<file path="src/rtl/bus_transfer_scheduler.sv">
`default_nettype none
//------------------------------------------------------------------------------
// Module      : bus_transfer_scheduler
// Description : Turns queued register-to-register move commands into the
//               select_source / select_destination codes for the shared
//               16-bit bus. Each command issues its source in one cycle and
//               its destination in the next. Back-to-back commands overlap,
//               so one transfer completes per cycle.
// Revision    : 1.0 - initial release
//------------------------------------------------------------------------------
// Ports:
//   clock              : system clock; all state updates on the rising edge
//   reset              : synchronous, active-high; clears queue and stages
//   cmd_valid          : a command is offered on cmd_src / cmd_dst
//   cmd_ready          : the queue can accept a command (not full)
//   cmd_src            : 4-bit bus source code of the offered command
//   cmd_dst            : 3-bit bus destination code of the offered command
//   stall              : holds off new source issues (destinations still drain)
//   select_source      : registered source code to the bus (0000 = none)
//   select_destination : registered destination code to the bus (000 = none)
//   xfer_done          : high in the cycle a destination is written
//   cmd_error          : one-cycle pulse after an illegal command is rejected
//   busy               : queue non-empty or a transfer in either stage
//   fifo_level         : current queue occupancy
//   xfer_count         : completed transfers, wraps modulo 2^CNT_W
//------------------------------------------------------------------------------
module bus_transfer_scheduler #(
   parameter int DEPTH = 4,
   parameter int CNT_W = 8
) (
   input  logic                       clock,
   input  logic                       reset,
   input  logic                       cmd_valid,
   output logic                       cmd_ready,
   input  logic [3:0]                 cmd_src,
   input  logic [2:0]                 cmd_dst,
   input  logic                       stall,
   output logic [3:0]                 select_source,
   output logic [2:0]                 select_destination,
   output logic                       xfer_done,
   output logic                       cmd_error,
   output logic                       busy,
   output logic [$clog2(DEPTH):0]     fifo_level,
   output logic [CNT_W-1:0]           xfer_count
);

   localparam int PTR_W = $clog2(DEPTH);
   localparam int LVL_W = PTR_W + 1;

   // Queue storage: {src, dst} per entry.
   logic [6:0]       mem [DEPTH];
   logic [PTR_W-1:0] wr_ptr;
   logic [PTR_W-1:0] rd_ptr;
   logic [LVL_W-1:0] level;

   logic             full;
   logic             empty;
   logic             src_ok;
   logic             dst_ok;
   logic             accept;
   logic             push;
   logic             pop;

   // Pipeline stages: S holds the destination of the transfer whose source
   // is on the bus now; D marks the transfer whose destination is on the bus.
   logic             s_valid;
   logic [2:0]       s_dst;
   logic             d_valid;

   assign full      = (level == LVL_W'(DEPTH));
   assign empty     = (level == '0);
   assign cmd_ready = ~full;

   always_comb begin
      src_ok = 1'b0;
      case (cmd_src)
         4'b0001, 4'b0010, 4'b0011,
         4'b0101, 4'b0110, 4'b0111,
         4'b1000, 4'b1001, 4'b1010, 4'b1011: src_ok = 1'b1;
         default:                            src_ok = 1'b0;
      endcase
   end

   always_comb begin
      dst_ok = 1'b0;
      case (cmd_dst)
         3'b010, 3'b011, 3'b110: dst_ok = 1'b1;
         default:                dst_ok = 1'b0;
      endcase
   end

   // cmd_ready is derived from the level alone, so a full queue refuses a
   // push even in a cycle where the head is being popped.
   assign accept = cmd_valid & cmd_ready;
   assign push   = accept & src_ok & dst_ok;
   assign pop    = ~stall & ~empty;

   // Command queue
   always_ff @(posedge clock) begin
      if (reset) begin
         wr_ptr <= '0;
         rd_ptr <= '0;
         level  <= '0;
         for (int i = 0; i < DEPTH; i++) begin
            mem[i] <= '0;
         end
      end else begin
         if (push) begin
            mem[wr_ptr] <= {cmd_src, cmd_dst};
            wr_ptr      <= wr_ptr + PTR_W'(1);
         end
         if (pop) begin
            rd_ptr <= rd_ptr + PTR_W'(1);
         end
         case ({push, pop})
            2'b10:   level <= level + LVL_W'(1);
            2'b01:   level <= level - LVL_W'(1);
            default: level <= level;
         endcase
      end
   end

   // Source-issue and destination stages
   always_ff @(posedge clock) begin
      if (reset) begin
         s_valid            <= 1'b0;
         s_dst              <= '0;
         select_source      <= '0;
         d_valid            <= 1'b0;
         select_destination <= '0;
         cmd_error          <= 1'b0;
         xfer_count         <= '0;
      end else begin
         s_valid       <= pop;
         s_dst         <= pop ? mem[rd_ptr][2:0] : 3'b000;
         select_source <= pop ? mem[rd_ptr][6:3] : 4'b0000;

         // D always follows S; stall only gates new sources.
         d_valid            <= s_valid;
         select_destination <= s_valid ? s_dst : 3'b000;

         cmd_error <= accept & ~(src_ok & dst_ok);

         if (d_valid) begin
            xfer_count <= xfer_count + CNT_W'(1);
         end
      end
   end

   assign xfer_done  = d_valid;
   assign fifo_level = level;
   assign busy       = ~empty | s_valid | d_valid;

endmodule
`default_nettype wire

</file>
<file path="config.mk">
export PLATFORM = sky130hd
export DESIGN_NAME = bus_transfer_scheduler
export DESIGN_NICKNAME = d
export VERILOG_FILES = /design/src/rtl/bus_transfer_scheduler.sv
export SDC_FILE = /design/constraint.sdc
export NUM_CORES = 1
export LEC_CHECK = 0
export CORE_UTILIZATION = 43
export DETAILED_ROUTE_END_ITERATION = 8
export GPL_ROUTABILITY_DRIVEN = 1
export PLACE_DENSITY_LB_ADDON = 0.12
export SYNTH_ARGS = -nofsm -noshare
export SYNTH_HDL_FRONTEND = slang
export SYNTH_SLANG_ARGS = --single-unit
</file>
<file path="constraint.sdc">
create_clock -name clock -period 5.7 [get_ports clock]
set_clock_uncertainty 0.15 [all_clocks]
set_input_delay 1.71 -clock clock [delete_from_list [all_inputs] [get_ports clock]]
set_output_delay 1.71 -clock clock [all_outputs]
set_load 0.05 [all_outputs]
</file>
==> impl_results.md, run 1 <==
* Initial core utilization at 45.4%
* Postcts setup bufs at 0
* Cts repair resizes at 0
* Synth top area share at 35.6%
* Share of layout cells above drive strength 1 at 13.0%
* Worst setup EP type: flip-flop
* Pwr dens at 327 mW/mm2
* Root Driver: clkbuf_8
* Worst-path maximum fanout at 5
* FF-to-FF End: fifo_level[2]
* Max stage delay on crit path at 470 ps
* # DRC at 0
* Fin crit share at 70.8%
* Vias in the first global route at 1388
* Setup TNS at 0 ps
* Synthesized area per cell at 13.2 um2
* Worst hold margin at around 280 ps
* Peak VDD IR at 208 uV
* Synth top area cells: edfxtp_1 (36%), dfxtp_1 (24%), and2_1 (7.1%)
* WS Path Type: primary input to flip-flop
* Sequential-to-total area share from yosys stat at 59.3%
* Synth area leader: edfxtp_1
* YS warnings at 0
* Mapped Area at 0.00236 mm2
* Min-Delay Path Depth at 1
* Clock Pin Slew Worst Setup and Hold Paths at roughly 90 ps
* Number of synthesized register bits at 56
* Avg WL per Cell at about 15 um
* Hold path endpoint: select_destination[2]
* I/O Buffers at 32
* Vias at 1447
* Initial antenna violation count at 0
* Gpl congestion at ~0.72
* Buffers & Inverters on Critical Path at 2
* Max Cap Viol at 0
* Worst EP required at 5790 ps
* Worst Hold Class: flip-flop to flip-flop
* Max Slew Vio Count at 0
* Post-detail-place hpwl at 3.07 mm
* Final Hold Viols at 0
* Crit-path cells: clkdlybuf4s50_1, or3_4, and4_4, nand3_1, ha_1, inv_1, fa_1, xor2_1, or3_1, a21oi_1
* First-pass GRT wire length at 6.91 mm
* Cts bufs inserted at 5
* Core box area at 0.00520 mm2
* Status: complete, no violations
* Antenna Cells at 0
* Clock tree sinks at 56
* Width of the die at 76.2 um
* FF-to-FF path depth at 8
* Htree depth at 2
* Worst R2R Start: fifo_level[2]
* Pin count of the biggest net entering global routing at 17
* Leak pwr at 0.00104 uW
* Total GRT Usage at 15.4%
* Slew headroom at 43.3%
* Clock Path Buffers at 2
* Die Height at 76.2 um
* Post-synth top cells: dfxtp_1 (28), edfxtp_1 (28), and2_1 (27)
* Hold path startpoint: s_dst[2]
* Syn nets at 193
* Worst-margin pin slew at about 850 ps
* Hold Buf Count CTS at 0
* Number of cells on the critical path at 10
* Final Net Count at 228
* Die area at 0.00580 mm2
* Final WL at 4.23 mm
* Library cells used by synthesis at 38
* TritonCTS clock tree: done
* Clk Latency, worst-skew pair at around 300 ps
* Initial drt markers at 51
* Row count at 26
* Number of synthesized flops with an enable pin at 28
* Overflow after GRT at 0
* Crit path DAT at a little over 4000 ps
* Slowest-stage cell, CP: clkdlybuf4s50_1
* Asr flop ratio synth at 0%
* I/O pin cnt at 33
* Syn Inst Count at 179
* Family with the most delay on the worst path: simple AND/OR/NAND/NOR gates
* Register-to-Register Setup Slack at about 3300 ps
* Post-DRT Antenna Nets at 0
* Total chip power at between 900 and 1000 uW
* Leading register cell type out of synthesis: edfxtp_1
* Via/cell ratio at a little over 5
* Drt pass-1 iters at 4
* RSZ-0062 raised after global routing: no
* Max Clk Rate at 0.248 GHz
* Startpoint type of the worst setup path: primary input
* Area Overhead vs Synth at 20.1%
* Minimum clock period at 4040 ps
* Final setup violating endpoints at 0
## area by class of cell
class,count,area [um2]
clock buffer,7,77.6
clock inverter,1,5.00
fill,458,2370
inverter,5,18.8
multi-input combinational,113,921
sequential,56,1400
tap,70,87.6
timing repair buffer,33,328
## routing by layer
metal	GRT usage [%]	up-vias	routed length, um
met4	4.04	0	27
met1	18.8	701	1870
met3	3.59	4	172
met2	27.5	39	2160
li1	-	703	-
met5	0	-	0
## placed cells by master, fill, tap and decap left out, types with 2 or more instances in the layout
| cell | count |
|---|---|
| a21oi_1 | 5 |
| and2_1 | 27 |
| and3_1 | 8 |
| clkbuf_8 | 5 |
| clkdlybuf4s50_1 | 32 |
| dfxtp_1 | 28 |
| edfxtp_1 | 28 |
| ha_1 | 2 |
| inv_1 | 4 |
| mux4_2 | 7 |
| nand2_1 | 8 |
| nand2b_1 | 2 |
| nand4_1 | 3 |
| nor2_1 | 13 |
| nor3_1 | 2 |
| nor4_4 | 2 |
| o21ai_0 | 3 |
| or2_1 | 3 |
| or3_1 | 3 |
| xnor2_1 | 3 |
| xor2_1 | 6 |
## through the flow
stage	utilization, %	cell area, um2	worst slack, ps	cells
floorplan	-	2360	1970	179
CTS	54.5	2840	1660	285
global placement	53.0	2760	1430	277
global route	54.5	2840	1540	285
detailed placement	53.0	2760	1350	277
finish	54.5	2840	1660	285
## worst max-delay path by stage
stage | start | end | slack (ps)
CTS | cmd_src[0] | fifo_level[2] | 1660
floorplan | cmd_src[0] | fifo_level[2] | 1970
detailed placement | cmd_src[0] | fifo_level[2] | 1350
global placement | cmd_src[0] | fifo_level[2] | 1430
global route | cmd_src[0] | fifo_level[2] | 1540
finish | cmd_src[0] | fifo_level[2] | 1660
## flip-flops by register name, summed over array words and instances, names as in the netlist, 2 cells and up
signal and cells:
mem 28, rd_ptr 2, select_source 4, wr_ptr 2, select_destination 3, xfer_count 8
s_dst 3, fifo_level 3
## where the power goes
| part | switching, uW | internal [uW] | leakage, uW | total (uW) |
|---|---|---|---|---|
| Clock | 119 | 88.3 | 0.0000452 | 207 |
| Sequential | 30.4 | 450 | 0.000517 | 481 |
| Combinational | 141 | 99.3 | 0.000473 | 240 |
## cell families after synthesis
group | Yosys count | synth area share [%]
and+or+nand+nor | 82 | 23.4
DFF | 56 | 59.3
AOI/OAI and AO/OA | 10 | 2.59
buffers and inverters | 10 | 1.80
xor gates and xnor gates | 9 | 3.33
muxes | 9 | 7.72
adders and majority gates | 3 | 1.90
## worst register-to-register path, cell delays in order (launching register included)
cell     delay, ps
dfxtp_1        400
or3b_4         460
nand3_1        120
ha_1           190
inv_1           60
fa_1           380
xor2_1         160
or3_1          300
a21oi_1        140
Note: power is estimated with default switching activity, not from simulation.
==> inputs of run 2 (changes only) <==
Clock period 5.7 ns to 3.3 ns, I/O delays scaled along.
==> impl_results.md, run 2 (synthesis results as in run 1) <==
* Area of the multi-input gates at 930 um2 (+0.95%)
* Pwr dens at 558 mW/mm2 (+71%)
* Clock tree sinks at 56 (unchanged)
* Share of layout cells above drive strength 1 at 21.5% (+8.4 points)
* Avg WL per Cell at 15.0 um (+0.88%)
* Minimum clock period at about 3200 ps
* WS Path Type: primary input to flip-flop
* Via/cell ratio at 4.95 (-2.5%)
* Initial core utilization at 45.4% (unchanged)
* Final Hold Viols at 0 (unchanged)
* Worst-path maximum fanout at 2 (-3)
* Post-DRT Antenna Nets at 0 (unchanged)
* Leak pwr at 0.00113 uW (+8.9%)
* Core box area at 0.00520 mm2 (unchanged)
* Reg with most FFs: mem
* I/O pin cnt at 33 (unchanged)
* Family with the most delay on the worst path: simple AND/OR/NAND/NOR gates
* Final instance area at 0.00300 mm2 (+5.5%)
* Worst EP required at 3400 ps (-2390 ps)
* Buffers & Inverters on Critical Path at 2 (unchanged)
* Placed inst area at 0.00289 mm2 (+4.9%)
* Row count at 26 (unchanged)
* Drt pass-1 iters at 4 (unchanged)
* Max stage delay on crit path at 440 ps (-30 ps)
* Gpl congestion at 0.779 (+8.7%)
* Slowest-stage cell, CP: clkdlybuf4s50_1
* Setup TNS at 0 ps (unchanged)
* Crit-path cells: clkdlybuf4s50_1, or3_4, and4_4, nand3_1, ha_2, inv_1, fa_2, xor2_1, or3_1, a21oi_2
* Final setup violating endpoints at 0 (unchanged)
* Area Overhead vs Synth at 26.7%
* Die Height at 76.2 um (unchanged)
* Status: complete, no violations
* Clock Pin Slew Worst Setup and Hold Paths at 100 ps (about the same)
* Peak VDD IR at 360 uV (+73%)
* Root Driver: clkbuf_8
* Initial drt markers at 55 (+7.8%)
* Seq. cell area at 0.00140 mm2 (unchanged)
* Max reg flops at 28 (unchanged)
* Clk Latency, worst-skew pair at 300 ps (about the same)
* Postcts setup bufs at 0 (unchanged)
* Width of the die at 76.2 um (unchanged)
* Antenna Cells at 0 (unchanged)
* TritonCTS clock tree: done
* Total GRT Usage at 17.0% (+1.5 points)
* Max Clk Rate at 0.313 GHz
* Final WL at 4.54 mm (+7.3%)
* Startpoint type of the worst setup path: primary input
* Placed Cells at 295 (+6.5%)
* Crit path DAT at 3290 ps (-840 ps)
* Commonest non-fill, non-tap cell in the layout: clkdlybuf4s50_1
* Max Slew Vio Count at 0 (unchanged)
* Post-detail-place hpwl at 3.41 mm (+11%)
* Slew headroom at 61.5% (+18 points)
* Fillers at 452 (-1.3%)
* Max Cap Viol at 0 (unchanged)
* Clock Path Buffers at 2 (unchanged)
* Initial antenna violation count at 0 (unchanged)
* I/O Buffers at 32 (unchanged)
* Htree depth at 2 (unchanged)
* Cts bufs inserted at 5 (unchanged)
* Vias in the first global route at 1571 (+13%)
* Non-filler cells, final at 303 (+6.3%)
* Overflow after GRT at 0 (unchanged)
* Worst-margin pin slew at 576 ps (-274 ps)
* Top flop regs: mem (28), xfer_count (8), select_source (4)
* # DRC at 0 (unchanged)
* Pin count of the biggest net entering global routing at 20 (+3)
* Worst setup EP type: flip-flop
* Hold Buf Count CTS at 0 (unchanged)
* First-pass GRT wire length at 7.56 mm (+9.4%)
* Post-layout util at 57.5% (+3.0 points)
* Final Net Count at 246 (+7.9%)
* Vias at 1500 (+3.7%)
* Worst Hold Class: flip-flop to flip-flop
* Fin crit share at 96.7%
* Most frequent cells in the layout: clkdlybuf4s50_1 (32), dfxtp_1 (28), edfxtp_1 (28), and2_1 (27), buf_4 (19)
* Die area at 0.00580 mm2 (unchanged)
* Worst hold margin at 287 ps (+2.16 ps)
* RSZ-0062 raised after global routing: no
-- run 2: cell count changes in the layout (fill, tap and decap cells not counted), sizes merged --
cell    previous run  this run
inv                5         6
buf                1        19
clkbuf             7         5
clkinv             1         2
-- run 2: final timing paths --
check	slack, ps	to	depth (start not counted)	startpoint
setup reg to reg	940	fifo_level[2]	8	fifo_level[2]
hold / removal	290	select_destination[2]	1	s_dst[2]
setup / recovery	110	fifo_level[2]	10	cmd_src[1]
hold reg to reg	290	select_destination[2]	1	s_dst[2]
-- run 2: repair_timing --
| action | 4_1_cts | 5_1_grt |
|---|---|---|
| gates resized for setup | 0 | 3 |
| hold endpoints to repair | 0 | 0 |
| endpoints found under the setup margin | 0 | 1 |
-- run 2: cell type report --
cell class	count	area share (%)
clock inverters	3	0.877
well taps	70	2.92
repair buffers	51	15.5
clock buffers	5	2.30
multi-input cells	113	31.0
inverters	5	0.627
flip-flops and latches	56	46.8
-- run 2: power by group --
| part | switching (uW) | internal [uW] |
|---|---|---|
| Combinational | 253 | 197 |
| Clock | 230 | 155 |
| Sequential | 55.9 | 778 |
-- run 2: metal layers --
metal / GRT usage [%] / part of all wire [%]
met5: 0 / 0
met4: 4.23 / 0.40
met3: 4.43 / 3.8
met2: 32.0 / 54
met1: 18.9 / 41
-- run 2: worst reg2reg max path: stages (launching register included) --
cell and delay, ps:
dfxtp_1 400, or3b_4 460, nand3_1 120, ha_2 180
inv_1 60, fa_2 330, xor2_1 150, or3_1 330
a21oi_2 140
-- run 2: metrics by stage --
step	setup slack (ps)	total power [uW]
4_1_cts	58.8	1680
2_1_floorplan	290	1140
3_3_place_gp	-166	1280
5_1_grt	20.4	1760
6_report	108	1670
3_5_place_dp	-258	1300
